$ cat config.mk
export PLATFORM = sky130hd
export DESIGN_NAME = queue_dispatcher
export DESIGN_NICKNAME = d
export VERILOG_FILES = /design/src/rtl/queue_dispatcher.sv
export SDC_FILE = /design/constraint.sdc
export NUM_CORES = 1
export LEC_CHECK = 0
export ABC_AREA = 1
export ABC_CLOCK_PERIOD_IN_PS = 3650
export BUFFER_PORTS_ARGS = -buffer_cell sky130_fd_sc_hd__buf_2
export CAP_MARGIN = 20
export CELL_PAD_IN_SITES_DETAIL_PLACEMENT = 2
export CELL_PAD_IN_SITES_GLOBAL_PLACEMENT = 2
export CORE_AREA = 2 2 117 119
export DETAILED_ROUTE_END_ITERATION = 8
export DIE_AREA = 0 0 119 121
export HOLD_SLACK_MARGIN = 0.12
export PLACE_DENSITY_LB_ADDON = 0.1
export SLEW_MARGIN = 30
export SYNTH_ARGS = -nofsm -noshare
export SYNTH_HDL_FRONTEND = slang
export SYNTH_SLANG_ARGS = --single-unit
export TNS_END_PERCENT = 10
$ cat constraint.sdc
create_clock -name clock -period 3.65 [get_ports clock]
set_clock_uncertainty 0.15 [all_clocks]
set_input_delay 0 -clock clock [delete_from_list [all_inputs] [get_ports clock]]
set_output_delay 0 -clock clock [all_outputs]
set_load 0.03 [all_outputs]
$ cat src/rtl/queue_dispatcher.sv
`default_nettype none
// ============================================================================
// Module   : queue_dispatcher
// Brief    : Drains the scheduler-granted queue onto one valid/ready port and
//            pulses `consumed` once the transaction's last beat is accepted.
//            Optional watchdog build: define QUEUE_DISPATCHER_WATCHDOG_EN.
// Revision : 1.0 - initial release
// ============================================================================
module queue_dispatcher #(
    parameter  int NB_QUEUES  = 4,
    parameter  int DATA_WIDTH = 32,
    parameter  int TIMEOUT    = 256,
    localparam int ID_WIDTH   = $clog2(NB_QUEUES)
) (
    input  logic                            clock,
    input  logic                            reset,
    input  logic [ID_WIDTH-1:0]             id,
    input  logic                            enable,
    input  logic [NB_QUEUES-1:0]            empty,
    input  logic [NB_QUEUES-1:0]            lastElem,
    input  logic [NB_QUEUES*DATA_WIDTH-1:0] dataIn,
    output logic [NB_QUEUES-1:0]            pop,
    output logic                            m_valid,
    output logic [DATA_WIDTH-1:0]           m_data,
    output logic                            m_last,
    output logic [ID_WIDTH-1:0]             m_id,
    input  logic                            m_ready,
    output logic                            consumed,
    output logic                            timeout
);

    typedef enum logic [1:0] {
        IDLE = 2'd0,
        SEND = 2'd1,
        DONE = 2'd2
    } state_t;

    state_t              state;
    state_t              next_state;
    logic [ID_WIDTH-1:0] cur_id;
    logic                last_popped;
    logic                slot_free;
    logic                grant_ok;
    logic                do_pop;
    logic                wd_expire;

    assign slot_free = !m_valid || m_ready;
    assign grant_ok  = enable && (32'(id) < NB_QUEUES) && !empty[id];
    // Once the final beat has left the queue, the next head belongs to another transaction.
    assign do_pop    = (state == SEND) && slot_free && !empty[cur_id] && !last_popped;
    assign consumed  = (state == DONE);

    always_comb begin
        pop = '0;
        if (do_pop) begin
            pop[cur_id] = 1'b1;
        end
    end

`ifdef QUEUE_DISPATCHER_WATCHDOG_EN
    localparam int WD_WIDTH = $clog2(TIMEOUT + 1);

    logic [WD_WIDTH-1:0] wd_cnt;
    logic                wd_flag;

    assign wd_expire = (state == SEND) && !m_valid && !do_pop &&
                       (wd_cnt == WD_WIDTH'(TIMEOUT - 1));
    assign timeout   = wd_flag;

    always_ff @(posedge clock or negedge reset) begin
        if (!reset) begin
            wd_cnt  <= '0;
            wd_flag <= 1'b0;
        end else begin
            if ((state != SEND) || do_pop) begin
                wd_cnt <= '0;
            end else if (!m_valid) begin
                wd_cnt <= wd_cnt + 1'b1;
            end
            if (wd_expire) begin
                wd_flag <= 1'b1;
            end
        end
    end
`else
    assign wd_expire = 1'b0;
    assign timeout   = 1'b0;
`endif

    always_ff @(posedge clock or negedge reset) begin
        if (!reset) begin
            state <= IDLE;
        end else begin
            state <= next_state;
        end
    end

    always_comb begin
        next_state = state;
        case (state)
            IDLE: begin
                if (grant_ok) begin
                    next_state = SEND;
                end
            end
            SEND: begin
                if (m_valid && m_ready && m_last) begin
                    next_state = DONE;
                end else if (wd_expire) begin
                    next_state = DONE;
                end
            end
            DONE:    next_state = IDLE;
            default: next_state = IDLE;
        endcase
    end

    always_ff @(posedge clock or negedge reset) begin
        if (!reset) begin
            cur_id      <= '0;
            last_popped <= 1'b0;
            m_valid     <= 1'b0;
            m_data      <= '0;
            m_last      <= 1'b0;
            m_id        <= '0;
        end else begin
            case (state)
                IDLE: begin
                    if (grant_ok) begin
                        cur_id      <= id;
                        last_popped <= 1'b0;
                    end
                end
                SEND: begin
                    if (do_pop) begin
                        m_valid     <= 1'b1;
                        m_data      <= dataIn[cur_id*DATA_WIDTH +: DATA_WIDTH];
                        m_last      <= lastElem[cur_id];
                        m_id        <= cur_id;
                        last_popped <= lastElem[cur_id];
                    end else if (slot_free) begin
                        m_valid <= 1'b0;
                    end
                end
                default: begin
                    m_valid <= 1'b0;
                end
            endcase
        end
    end

endmodule
`default_nettype wire

==> results of run 1 <==
path summary, 6_finish.rpt:
path,to,cells after the start,from
hold / removal,m_valid,2,reset
hold reg to reg,m_data[9],2,m_data[9]
setup / recovery,pop[2],7,cur_id[0]
setup reg to reg,last_popped,8,cur_id[0]
max in group asynchronous,cur_id[0],2,reset
min in group clock,cur_id[1],6,empty[3]
stage by stage:
step	worst slack (ns)	std cells	area [um2]
3_5_place_dp	0.497	725	3900
4_1_cts	0.171	805	4800
6_report	0.681	805	4800
3_3_place_gp	0.679	725	3900
5_1_grt	0.346	805	4800
2_1_floorplan	1.95	405	2990
worst max-delay path, cell delays in order, from the launching register on:
cell and delay [ns]:
dfrtp_2 0.86, inv_6 0.39, nand2_1 0.14, nand2_1 0.07, nand2_1 0.12, nand3_4 0.45
nor3_2 0.27, buf_2 0.23
routing by layer:
| metal | part of all wire, % | up-vias | GRT usage, % |
|---|---|---|---|
| li1 | - | 1857 | - |
| met1 | 43 | 1908 | 22.1 |
| met2 | 50 | 131 | 35.3 |
| met3 | 4.9 | 11 | 3.57 |
| met4 | 1.2 | 0 | 4.02 |
| met5 | 0 | - | 0 |
cells in the mapped netlist (2+ instances only):
cell | n | area (um2)
buf_12 | 3 | 60.1
buf_2 | 14 | 70.1
buf_4 | 4 | 30.0
buf_6 | 2 | 22.5
clkbuf_1 | 18 | 67.6
dfrtp_1 | 41 | 1030
inv_1 | 9 | 33.8
nand2_1 | 93 | 349
nand3_1 | 141 | 706
nand3_2 | 31 | 310
nand4_1 | 32 | 200
nor2_1 | 2 | 7.51
nor3_2 | 4 | 40.0
o21ai_0 | 3 | 15.0
cells by family after synthesis:
group | synth area share [%]
AO/OA/AOI/OAI | 0.670
buffers and inverters | 10.0
flip-flops | 34.3
other | 0.126
AND/OR/NAND/NOR | 54.8
power groups by stage:
stage,clock network (mW),logic (mW),registers (mW)
after floorplan,0,1.53,1.13
after global placement,0,2.31,0.857
after detailed placement,0,2.37,0.864
after CTS,0.538,2.75,0.861
after global routing,0.550,3.01,0.896
final,0.515,2.71,0.852
flip-flops by register name (all words and copies together) (netlist names):
signal,cells
m_id,2
m_valid,1
m_data,32
cur_id,2
state,2
last_popped,1
m_last,1
cell type report:
type | count | area [um2]
Fill cell | 1561 | 8280
Multi-Input combinational cell | 311 | 1670
Timing Repair Buffer | 258 | 1660
Sequential cell | 41 | 1030
Tap cell | 176 | 220
Clock buffer | 7 | 143
Inverter | 11 | 46.3
Clock inverter | 1 | 30.0
==> impl_table.tex, run 1 <==
\begin{tabular}{lr}
\hline
Metric & Value \\
\hline
\multicolumn{2}{l}{\textbf{Clock network}} \\
Post-CTS Repair Setup Buffers & 0 \\
H-tree levels & 2 \\
Number of buffers inserted by hold repair at cts & 72 \\
Sink Count & 41 \\
Clock tree from TritonCTS & done \\
Clock-pin transition on the worst setup and hold timing paths & 0.06 ns \\
Source-to-sink clock delay at the later pin of the worst-skew pair & 0.28 ns \\
Clock Root Buffer & clkbuf\_16 \\
Buffers from clock root to sink, at most & 2 \\
CTS buffer count & 5 \\
Resized Gates After CTS & 0 \\
\multicolumn{2}{l}{\textbf{Yosys}} \\
Synth warn & 0 \\
Post-synthesis sequential area ratio & about a third \\
Number of cells produced by synthesis & 405 \\
Number of synthesized flops with an enable pin & 0 \\
Number of distinct library cells after synthesis & 22 \\
Syn nets & 547 \\
Top flip-flop cell by instance count after synthesis & dfrtp\_1 \\
Fraction of registers with async set or reset after synthesis & 100\% \\
\#FFs+latches synth & 41 \\
Syn\_area\_per\_cell & 7.38 um2 \\
Netlist area before placement & 0.00299 mm2 \\
\multicolumn{2}{l}{\textbf{Final layout}} \\
Area growth syn-to-layout & 60.8\% \\
Diodes inserted & 0 \\
Share of final-layout standard cells stronger than drive strength 1 & a little under two fifths \\
Most common cell after layout, fill and taps aside & buf\_2 \\
Post-layout net count & 770 \\
Leading cell types in the layout, fill and taps excluded & 181 x buf\_2, 141 x nand3\_1, 93 x nand2\_1 \\
Post-layout utilization of the core & 36.7\% \\
\multicolumn{2}{l}{\textbf{Routing}} \\
Routed via count & between 3,000 and 4,000 \\
Initial DRC Count & 123 \\
Via-per-instance ratio & 4.85 \\
Wire length per cell & about 17 um \\
Final antenna-violating net count & 0 \\
Final routed wirelength across all metal layers & 13,400 um \\
DRC violation count after routing & 0 \\
Number of detailed-routing iterations run before antenna repair & 4 \\
\multicolumn{2}{l}{\textbf{Power and ir drop}} \\
Sequential power share & roughly a fifth \\
Internal power & just under 2 mW \\
Cell leakage power & 2.42 nW \\
Gate power share & 66.5\% \\
Cell area power density & 849 mW/mm2 \\
Part of the power in the clock network & 12.6\% \\
Switching power total & $\sim$2.1 mW \\
Post-layout power & 4.08 mW \\
Switching Share & roughly half \\
Worst voltage drop across the vdd grid & 291 uV \\
\multicolumn{2}{l}{\textbf{Floorplan}} \\
Core area & 0.0131 mm2 \\
Die Span Y & 121 um \\
Core Rows & 42 \\
Count of boundary I/O pins & 184 \\
Die footprint & 0.0144 mm2 \\
Die Span X & 119 um \\
Starting utilization of the core area & between 20\% and 30\% \\
\multicolumn{2}{l}{\textbf{Placed design}} \\
Number of I/O port buffers & approximately 180 \\
Detailed placement HPWL & 9060 um \\
Final GP Congestion & around 0.71 \\
\multicolumn{2}{l}{\textbf{Setup path}} \\
Maximum net fanout on the critical path & 71 \\
Crit path launch type & flip-flop \\
Kind of end point of the critical path & output pin \\
Arrival time at the worst endpoint & 2.82 ns \\
Kind of critical path & flip-flop to output pin \\
Critical path required time & 3.50 ns \\
Register-to-register path setup slack & 0.97 ns \\
\multicolumn{2}{l}{\textbf{Global routing}} \\
Global-route wire length before repair & 21,800 um \\
Number of antenna violations at the first check in global routing & 0 \\
Vias in the first global route & 4,267 \\
Maximum number of pins on one net before global-route repair & 72 \\
Remaining global-route overflow & 0 \\
Global routing usage summed across all routing layers & roughly a fifth \\
\multicolumn{2}{l}{\textbf{STA}} \\
Sum of negative setup slack & 0 ns \\
Final setup violation count & 0 \\
Unrepaired setup endpoints after global routing & false \\
Maximum clock rate & 0.337 GHz \\
Rel. slew slack & 48.9\% \\
Fin. max-slew vios & 0 \\
Worst hold slack after final layout & 0.0952 ns \\
Crit share post-route & approximately 81\% \\
Post-route minimum period & 2.97 ns \\
Transition time at the pin with the least slew margin & 0.766 ns \\
Endpoints failing hold & 0 \\
\multicolumn{2}{l}{\textbf{Status}} \\
Result of the run & finished clean \\
\multicolumn{2}{l}{\textbf{Run}} \\
Max-cap violations & 0 \\
\multicolumn{2}{l}{\textbf{Worst hold path}} \\
Worst hold-check path type & input pin to asynchronous set/reset pin \\
\hline
\end{tabular}
Note: power is estimated with default switching activity, not from simulation.
==> run 2: changes to the inputs <==
--- a/config.mk
+++ b/config.mk
@@ -5,15 +5,15 @@
 export SDC_FILE = /design/constraint.sdc
 export NUM_CORES = 1
 export LEC_CHECK = 0
-export ABC_AREA = 1
-export ABC_CLOCK_PERIOD_IN_PS = 3650
+export ABC_AREA = 0
+export ABC_CLOCK_PERIOD_IN_PS = 2410
 export BUFFER_PORTS_ARGS = -buffer_cell sky130_fd_sc_hd__buf_2
 export CAP_MARGIN = 20
 export CELL_PAD_IN_SITES_DETAIL_PLACEMENT = 2
 export CELL_PAD_IN_SITES_GLOBAL_PLACEMENT = 2
-export CORE_AREA = 2 2 117 119
+export CORE_AREA = 2 2 109 111
 export DETAILED_ROUTE_END_ITERATION = 8
-export DIE_AREA = 0 0 119 121
+export DIE_AREA = 0 0 111 113
 export HOLD_SLACK_MARGIN = 0.12
 export PLACE_DENSITY_LB_ADDON = 0.1
 export SLEW_MARGIN = 30
==> constraint.sdc (replaced) <==
create_clock -name clock -period 2.41 [get_ports clock]
set_clock_uncertainty 0.15 [all_clocks]
set_input_delay 0 -clock clock [delete_from_list [all_inputs] [get_ports clock]]
set_output_delay 0 -clock clock [all_outputs]
set_load 0.03 [all_outputs]
==> impl_table.tex, run 2 <==
\begin{tabular}{lr}
\hline
Metric & Value \\
\hline
\multicolumn{2}{l}{\textbf{Placed design}} \\
Number of I/O port buffers & about 180 \\
Detailed placement HPWL & 6840 um \\
Final GP Congestion & roughly 0.73 \\
Worst slack after detailed placement & around 0.16 ns \\
\multicolumn{2}{l}{\textbf{Floorplan}} \\
Starting utilization of the core area & 21.9\% \\
Die Span X & roughly 110 um \\
Die Span Y & roughly 110 um \\
Count of boundary I/O pins & about 180 \\
Core Rows & 39 \\
\multicolumn{2}{l}{\textbf{Yosys}} \\
Synth warn & 0 \\
Fraction of registers with async set or reset after synthesis & 100\% \\
Syn nets & roughly 290 \\
Netlist area before placement & between 0.002 and 0.0025 mm2 \\
Top flip-flop cell by instance count after synthesis & dfrtp\_1 \\
Commonest cells post-synth & 41 x dfrtp\_1, 35 x mux4\_2, 23 x mux2\_1 \\
Syn\_area\_per\_cell & about 17 um2 \\
Leading cell type by number of instances after synthesis & dfrtp\_1 \\
Post-synthesis sequential area ratio & 41.6\% \\
Area fraction of the dominant cell type after synthesis & 41.6\% \\
Cell types with the largest area share after synthesis & dfrtp\_1 42\%, mux4\_2 32\%, mux2\_1 11\%, mux2\_2 6.4\%, buf\_6 1.4\% \\
Cell taking the most area after synthesis & dfrtp\_1 \\
Number of cells produced by synthesis & between 100 and 150 \\
\#FFs+latches synth & 41 \\
Number of synthesized flops with an enable pin & 0 \\
Number of distinct library cells after synthesis & 24 \\
\multicolumn{2}{l}{\textbf{Clock network}} \\
Sink Count & 41 \\
CTS buffer count & 5 \\
Resized Gates After CTS & 0 \\
Buffers from clock root to sink, at most & 2 \\
H-tree levels & 2 \\
Number of buffers inserted by hold repair at cts & just over 100 \\
Post-CTS Repair Setup Buffers & 0 \\
Clock Root Buffer & clkbuf\_16 \\
\multicolumn{2}{l}{\textbf{Status}} \\
Error message & [ERROR RSZ-0060] Max buffer count reached. \\
Result of the run & aborted with a tool error \\
Last stage reached & clock tree synthesis (4\_1\_cts) \\
\hline
\end{tabular}
run 2: changes by cell type after synthesis, sizes merged, moves of 2 or more:
cell / change
clkbuf: -14
nand3: -171
o21ai: -4
buf: -15
mux4: +35
mux2: +37
nor3: -4
nand4: -32
inv: -8
nand2: -91
and3b: +2
run 2: kinds of logic after synthesis:
logic type / after synthesis / synth area share (%)
AOI/OAI and AO/OA: 4 / 2.03
buffers and inverters: 16 / 3.76
DFF: 41 / 41.6
muxes: 72 / 48.9
other: 1 / 0.152
and+or+nand+nor: 12 / 3.50
run 2: stage by stage:
stage                     instances  utilization, %  area [um2]
after detailed placement        462            31.2        3520
after floorplan                 146               -        2460
after global placement          462            31.2        3520
==> run 3: changes to the inputs <==
==> config.mk (replaced) <==
export PLATFORM = sky130hd
export DESIGN_NAME = queue_dispatcher
export DESIGN_NICKNAME = d
export VERILOG_FILES = /design/src/rtl/queue_dispatcher.sv
export SDC_FILE = /design/constraint.sdc
export NUM_CORES = 1
export LEC_CHECK = 0
export ABC_AREA = 0
export ABC_CLOCK_PERIOD_IN_PS = 3100
export BUFFER_PORTS_ARGS = -buffer_cell sky130_fd_sc_hd__buf_2
export CAP_MARGIN = 20
export CORE_AREA = 2 2 87 89
export DETAILED_ROUTE_END_ITERATION = 8
export DIE_AREA = 0 0 89 91
export PLACE_DENSITY_LB_ADDON = 0.15
export SLEW_MARGIN = 30
export SYNTH_ARGS = -nofsm -noshare
export SYNTH_HDL_FRONTEND = slang
export SYNTH_SLANG_ARGS = --single-unit
export TNS_END_PERCENT = 10
==> constraint.sdc (replaced) <==
create_clock -name clock -period 3.1 [get_ports clock]
set_clock_uncertainty 0.15 [all_clocks]
set_input_delay 0 -clock clock [delete_from_list [all_inputs] [get_ports clock]]
set_output_delay 0 -clock clock [all_outputs]
set_load 0.03 [all_outputs]
==> impl_table.tex, run 3 <==
\begin{tabular}{lr}
\hline
Metric & Value \\
\hline
\multicolumn{2}{l}{\textbf{Status}} \\
Result of the run & finished clean \\
\multicolumn{2}{l}{\textbf{STA}} \\
Rel. slew slack & 55.2\% \\
Unrepaired setup endpoints after global routing & false \\
Min setup slack post-route & 0.434 ns \\
Sum of negative setup slack & 0 ns \\
Worst hold slack after final layout & 0.00698 ns \\
Maximum clock rate & 0.375 GHz \\
Crit share post-route & around 86\% \\
Endpoints failing hold & 0 \\
Final setup violation count & 0 \\
Fin. max-slew vios & 0 \\
Transition time at the pin with the least slew margin & 0.672 ns \\
Post-route minimum period & 2.67 ns \\
\multicolumn{2}{l}{\textbf{Yosys}} \\
Synth warn & 0 \\
Netlist area before placement & 0.00246 mm2 \\
Post-synthesis sequential area ratio & between 40\% and 50\% \\
\#FFs+latches synth & 41 \\
Commonest cells post-synth & 41 x dfrtp\_1, 35 x mux4\_2, 23 x mux2\_1 \\
Number of distinct library cells after synthesis & 24 \\
Syn nets & about 290 \\
Top flip-flop cell by instance count after synthesis & dfrtp\_1 \\
Syn\_area\_per\_cell & approximately 17 um2 \\
Number of synthesized flops with an enable pin & 0 \\
Area fraction of the dominant cell type after synthesis & 41.6\% \\
Leading cell type by number of instances after synthesis & dfrtp\_1 \\
Cell taking the most area after synthesis & dfrtp\_1 \\
Number of cells produced by synthesis & 146 \\
Cell types with the largest area share after synthesis & dfrtp\_1 42\%, mux4\_2 32\%, mux2\_1 11\%, mux2\_2 6.4\%, buf\_6 1.4\% \\
Fraction of registers with async set or reset after synthesis & 100\% \\
\multicolumn{2}{l}{\textbf{Setup path}} \\
Count of buffering cells on the critical path with inverters included & 2 \\
Crit path launch type & flip-flop \\
Critical path required time & 3.12 ns \\
Max stage delay cell, worst path & mux4\_2 \\
Kind of end point of the critical path & flip-flop \\
Kind of critical path & flip-flop to flip-flop \\
CP Cell Sequence & buf\_4 > mux4\_2 > dlygate4sd3\_1 > mux2\_1 \\
Arrival time at the worst endpoint & 2.68 ns \\
Maximum net fanout on the critical path & 39 \\
Crit path largest cell delay & roughly 0.6 ns \\
Crit path max-delay family & buffers and inverters \\
\multicolumn{2}{l}{\textbf{Floorplan}} \\
Die footprint & approximately 0.0081 mm2 \\
Die Span X & approximately 89 um \\
Count of boundary I/O pins & 184 \\
Core area & 0.00714 mm2 \\
Starting utilization of the core area & 34.5\% \\
Core Rows & 31 \\
Die Span Y & 91 um \\
\multicolumn{2}{l}{\textbf{Final layout}} \\
Post-layout net count & 502 \\
Footprint of the multi-input gates & 0.00135 mm2 \\
Leading cell types in the layout, fill and taps excluded & 181 x buf\_2, 40 x dfrtp\_1, 35 x mux4\_2 \\
Most common cell after layout, fill and taps aside & buf\_2 \\
Diodes inserted & 0 \\
Final non-filler cell total & 460 \\
Register area & 0.00103 mm2 \\
Reg with most FFs & m\_data \\
Area growth syn-to-layout & 57.2\% \\
Share of final-layout standard cells stronger than drive strength 1 & 68.1\% \\
Post-layout utilization of the core & 54.3\% \\
Number of fill cells & 657 \\
Final cell area excluding filler cells & around 0.0039 mm2 \\
Flip-flop count of the largest register after layout & 32 \\
\multicolumn{2}{l}{\textbf{Power and ir drop}} \\
Internal power & 2.06 mW \\
Cell leakage power & 1.85 nW \\
Part of the power in the clock network & a little under a tenth \\
Post-layout power & 3.56 mW \\
Gate power share & between 60\% and 70\% \\
Cell area power density & 919 mW/mm2 \\
Switching Share & 42.2\% \\
Worst voltage drop across the vdd grid & 406 uV \\
Sequential power share & between 20 and 30\% \\
Switching power total & 1.50 mW \\
\multicolumn{2}{l}{\textbf{Global routing}} \\
Maximum number of pins on one net before global-route repair & 42 \\
Vias in the first global route & about 2,300 \\
Global routing usage summed across all routing layers & between 15 and 20\% \\
Met3 demand-to-capacity share in global routing & between 3 and 4\% \\
Number of antenna violations at the first check in global routing & 0 \\
Met1 Track Usage GR & between 10\% and 20\% \\
Remaining global-route overflow & 0 \\
Routing layer with the top usage in global route & met2 \\
Global-route wire length before repair & roughly 10,000 um \\
Met2 demand-to-capacity share in global routing & 29.2\% \\
\multicolumn{2}{l}{\textbf{Clock network}} \\
Clock Root Buffer & clkbuf\_8 \\
Sink Count & 41 \\
Clock-pin transition on the worst setup and hold timing paths & 0.08 ns \\
H-tree levels & 2 \\
Clock tree from TritonCTS & done \\
Source-to-sink clock delay at the later pin of the worst-skew pair & 0.28 ns \\
Buffers from clock root to sink, at most & 2 \\
CTS buffer count & 5 \\
Post-CTS Repair Setup Buffers & 0 \\
\multicolumn{2}{l}{\textbf{Routing}} \\
Number of detailed-routing iterations run before antenna repair & 4 \\
Final routed wirelength across all metal layers & 6890 um \\
Final antenna-violating net count & 0 \\
Via-per-instance ratio & around 4.8 \\
DRC violation count after routing & 0 \\
Routed via count & between 2,000 and 2,500 \\
Wire length per cell & 15.0 um \\
Initial DRC Count & a little over 40 \\
\multicolumn{2}{l}{\textbf{Run}} \\
Max-cap violations & 0 \\
\multicolumn{2}{l}{\textbf{Placed design}} \\
Placed standard-cell area & $\sim$0.0034 mm2 \\
Number of I/O port buffers & 182 \\
Inst Count DP & between 400 and 500 \\
Worst slack after detailed placement & 0.619 ns \\
Final GP Congestion & 0.770 \\
Detailed placement HPWL & 5130 um \\
\multicolumn{2}{l}{\textbf{Worst hold path}} \\
Worst hold-check path type & input pin to flip-flop \\
\hline
\end{tabular}
[run 3: cell counts after synthesis]
Identical to the previous run, type by type.
[run 3: per-layer routing]
metal / vias up / wire length [um]
li1: 1012 / -
met1: 1063 / 2570
met2: 109 / 3650
met3: 13 / 522
met4: 0 / 142
met5: - / 0
[run 3: cell type report]
cell class / instances / area share [%]
Tap cell: 99 / 3.20
Clock inverter: 2 / 0.258
Sequential cell: 41 / 26.5
Clock buffer: 6 / 1.87
Timing Repair Buffer: 220 / 33.1
Inverter: 3 / 0.291
Multi-Input combinational cell: 89 / 34.7
[run 3: cell families (layout without fill, tap and decap cells)]
family                 count (synthesis)  after routing  synth area share, %
muxes                                 72             72                 48.9
AOI/OAI and AO/OA                      4              4                 2.03
DFF                                   41             41                 41.6
and+or+nand+nor                       12             12                 3.50
other                                  1              1                0.152
buffers and inverters                 16            231                 3.76
[run 3: path summary, 6_finish.rpt]
path	start	to	slack, ns	cells past startpoint
max	cur_id[0]	m_data[13]	0.43	4
min	dataIn[27]	m_data[27]	0.007	3
min in group asynchronous	reset	state[0]	0.09	2
max reg2reg	cur_id[0]	m_data[13]	0.43	4
min reg2reg	m_data[5]	m_data[5]	0.33	1
max in group asynchronous	reset	cur_id[0]	2.33	2
[run 3: power by group through the flow]
stage / Sequential, mW / Combinational (mW) / Clock (mW)
2_1_floorplan: 1.45 / 1.12 / 0
3_3_place_gp: 0.960 / 2.12 / 0
3_5_place_dp: 0.967 / 2.15 / 0
4_1_cts: 0.958 / 2.31 / 0.352
5_1_grt: 0.991 / 2.43 / 0.373
6_report: 0.956 / 2.27 / 0.333
[run 3: repair_timing]
item                      in CTS  in global routing
hold buffers                  34                  0
resized for setup              0                  0
hold endpoints to repair      61                  0
[run 3: worst reg2reg max path, cell delays in order (launching register included)]
cell	delay [ns]
dfrtp_2	0.37
buf_4	0.54
mux4_2	0.62
dlygate4sd3_1	0.58
mux2_1	0.29
==> run 4: changes to the inputs <==
--- a/config.mk
+++ b/config.mk
@@ -12,6 +12,7 @@
 export CORE_AREA = 2 2 87 89
 export DETAILED_ROUTE_END_ITERATION = 8
 export DIE_AREA = 0 0 89 91
+export HOLD_SLACK_MARGIN = 0.08
 export PLACE_DENSITY_LB_ADDON = 0.15
 export SLEW_MARGIN = 30
 export SYNTH_ARGS = -nofsm -noshare
==> impl_table.tex, run 4 (same netlist as run 3, synthesis figures left out) <==
\begin{tabular}{lr}
\hline
Metric & Value \\
\hline
\multicolumn{2}{l}{\textbf{Routing}} \\
Wire length per cell & 14.5 um \\
Via-per-instance ratio & 4.74 \\
Initial DRC Count & 41 \\
Routed via count & 2,364 \\
DRC violation count after routing & 0 \\
Number of detailed-routing iterations run before antenna repair & 4 \\
Final antenna-violating net count & 0 \\
Final routed wirelength across all metal layers & 7240 um \\
\multicolumn{2}{l}{\textbf{Clock network}} \\
Sink Count & 41 \\
Clock Root Buffer & clkbuf\_8 \\
H-tree levels & 2 \\
CTS buffer count & 5 \\
Resized Gates After CTS & 0 \\
Clock-pin transition on the worst setup and hold timing paths & 0.08 ns \\
Number of buffers inserted by hold repair at cts & 73 \\
Source-to-sink clock delay at the later pin of the worst-skew pair & 0.28 ns \\
Buffers from clock root to sink, at most & 2 \\
Post-CTS Repair Setup Buffers & 0 \\
Clock tree from TritonCTS & done \\
\multicolumn{2}{l}{\textbf{Floorplan}} \\
Starting utilization of the core area & 34.5\% \\
Die footprint & 0.00810 mm2 \\
Core area & 0.00714 mm2 \\
Die Span Y & 91 um \\
Die Span X & between 80 and 90 um \\
Core Rows & 31 \\
Count of boundary I/O pins & between 150 and 200 \\
\multicolumn{2}{l}{\textbf{Final layout}} \\
Share of final-layout standard cells stronger than drive strength 1 & 61.5\% \\
Leading cell types in the layout, fill and taps excluded & 181 x buf\_2, 73 x dlygate4sd3\_1, 40 x dfrtp\_1 \\
Number of fill cells & 630 \\
Footprint of the multi-input gates & 0.00135 mm2 \\
Area growth syn-to-layout & 73.1\% \\
Register area & 0.00103 mm2 \\
Most common cell after layout, fill and taps aside & buf\_2 \\
Flip-flop count of the largest register after layout & 32 \\
Final cell area excluding filler cells & 0.00426 mm2 \\
Diodes inserted & 0 \\
Reg with most FFs & m\_data \\
Post-layout net count & between 500 and 600 \\
\multicolumn{2}{l}{\textbf{Setup path}} \\
Critical path required time & 3.12 ns \\
Crit path launch type & flip-flop \\
Crit path from & cur\_id[0] \\
Worst reg2reg startpoint & cur\_id[0] \\
Arrival time at the worst endpoint & roughly 2.7 ns \\
R2R Path End & m\_data[11] \\
Register-to-register path setup slack & 0.45 ns \\
Maximum net fanout on the critical path & 39 \\
Kind of end point of the critical path & flip-flop \\
Worst Setup EP & m\_data[11] \\
Kind of critical path & flip-flop to flip-flop \\
R2R cell count & 4 \\
\multicolumn{2}{l}{\textbf{STA}} \\
Sum of negative setup slack & 0 ns \\
Fin. max-slew vios & 0 \\
Final setup violation count & 0 \\
Unrepaired setup endpoints after global routing & false \\
Rel. slew slack & a little under three fifths \\
Endpoints failing hold & 0 \\
Transition time at the pin with the least slew margin & 0.669 ns \\
Crit share post-route & 85.6\% \\
Post-route minimum period & 2.65 ns \\
Maximum clock rate & between 0.3 and 0.4 GHz \\
\multicolumn{2}{l}{\textbf{Global routing}} \\
Maximum number of pins on one net before global-route repair & 42 \\
Met1 Track Usage GR & 19.5\% \\
Global routing usage summed across all routing layers & roughly 18\% \\
Met2 demand-to-capacity share in global routing & 32.8\% \\
Routing layer with the top usage in global route & met2 \\
Global-route wire length before repair & 11,100 um \\
Remaining global-route overflow & 0 \\
Met3 demand-to-capacity share in global routing & 3.82\% \\
Vias in the first global route & about 2,500 \\
Number of antenna violations at the first check in global routing & 0 \\
\multicolumn{2}{l}{\textbf{Status}} \\
Result of the run & finished clean \\
\multicolumn{2}{l}{\textbf{Worst hold path}} \\
Worst hold-check path type & input pin to asynchronous set/reset pin \\
\multicolumn{2}{l}{\textbf{Placed design}} \\
Detailed placement HPWL & around 5000 um \\
Number of I/O port buffers & 182 \\
Placed standard-cell area & 0.00345 mm2 \\
Final GP Congestion & between 0.7 and 0.8 \\
\multicolumn{2}{l}{\textbf{Power and ir drop}} \\
Cell area power density & 889 mW/mm2 \\
Cell leakage power & 2.02 nW \\
Switching power total & between 1.5 and 2 mW \\
Switching Share & 40.5\% \\
Post-layout power & around 3.8 mW \\
Gate power share & 66.0\% \\
Worst voltage drop across the vdd grid & 410 uV \\
Sequential power share & 25.2\% \\
Internal power & 2.26 mW \\
Part of the power in the clock network & 8.8\% \\
\multicolumn{2}{l}{\textbf{Run}} \\
Max-cap violations & 0 \\
\hline
\end{tabular}
[run 4: changes by cell type in the layout (fill, tap and decap cells not counted), sizes merged]
cell / previous run / this run
dlygate4sd3: 34 / 73
[run 4: worst min-delay path by stage]
| stage | from | to | slack, ns | cells past startpoint |
|---|---|---|---|---|
| detailed placement | reset | state[0] | 0.05 | 1 |
| CTS | empty[0] | state[0] | 0.09 | 4 |
| finish | reset | state[0] | 0.09 | 2 |
| global route | empty[0] | state[0] | 0.1 | 4 |
| global placement | reset | state[0] | 0.04 | 1 |
| floorplan | reset | cur_id[0] | -0.45 | 0 |
[run 4: worst max-delay path, cell delays in order (launching register included)]
cell and delay (ns):
dfrtp_2 0.37, buf_4 0.55, mux4_2 0.57, dlygate4sd3_1 0.58, mux2_1 0.29
[run 4: power groups by stage]
stage | Combinational [mW] | Clock [mW] | Sequential (mW)
final | 2.50 | 0.332 | 0.956
after global routing | 2.68 | 0.373 | 0.991
after CTS | 2.53 | 0.352 | 0.958
after detailed placement | 2.15 | 0 | 0.967
after global placement | 2.12 | 0 | 0.960
after floorplan | 1.12 | 0 | 1.45
[run 4: cell type report]
cell class	count	area share, %
Timing Repair Buffer	259	39.3
Multi-Input combinational cell	89	31.5
Sequential cell	41	24.1
Tap cell	99	2.90
Clock buffer	6	1.70
Inverter	3	0.264
Clock inverter	2	0.235
[run 4: through the flow]
step | setup WS (ns) | hold WS [ns] | util [%] | cells
global route | 0.275 | 0.0991 | 59.7 | 499
floorplan | 0.929 | -0.446 | - | 146
CTS | 0.385 | 0.0881 | 59.7 | 499
finish | 0.448 | 0.0863 | 59.7 | 499
detailed placement | 0.619 | 0.0547 | 48.3 | 418
global placement | 0.674 | 0.0370 | 48.3 | 418
[run 4: metal layers]
layer / part of all wire [%] / vias to the layer above
li1: - / 1090
met1: 36 / 1150
met2: 54 / 111
met3: 7.1 / 13
met4: 2.0 / 0
met5: 0 / -
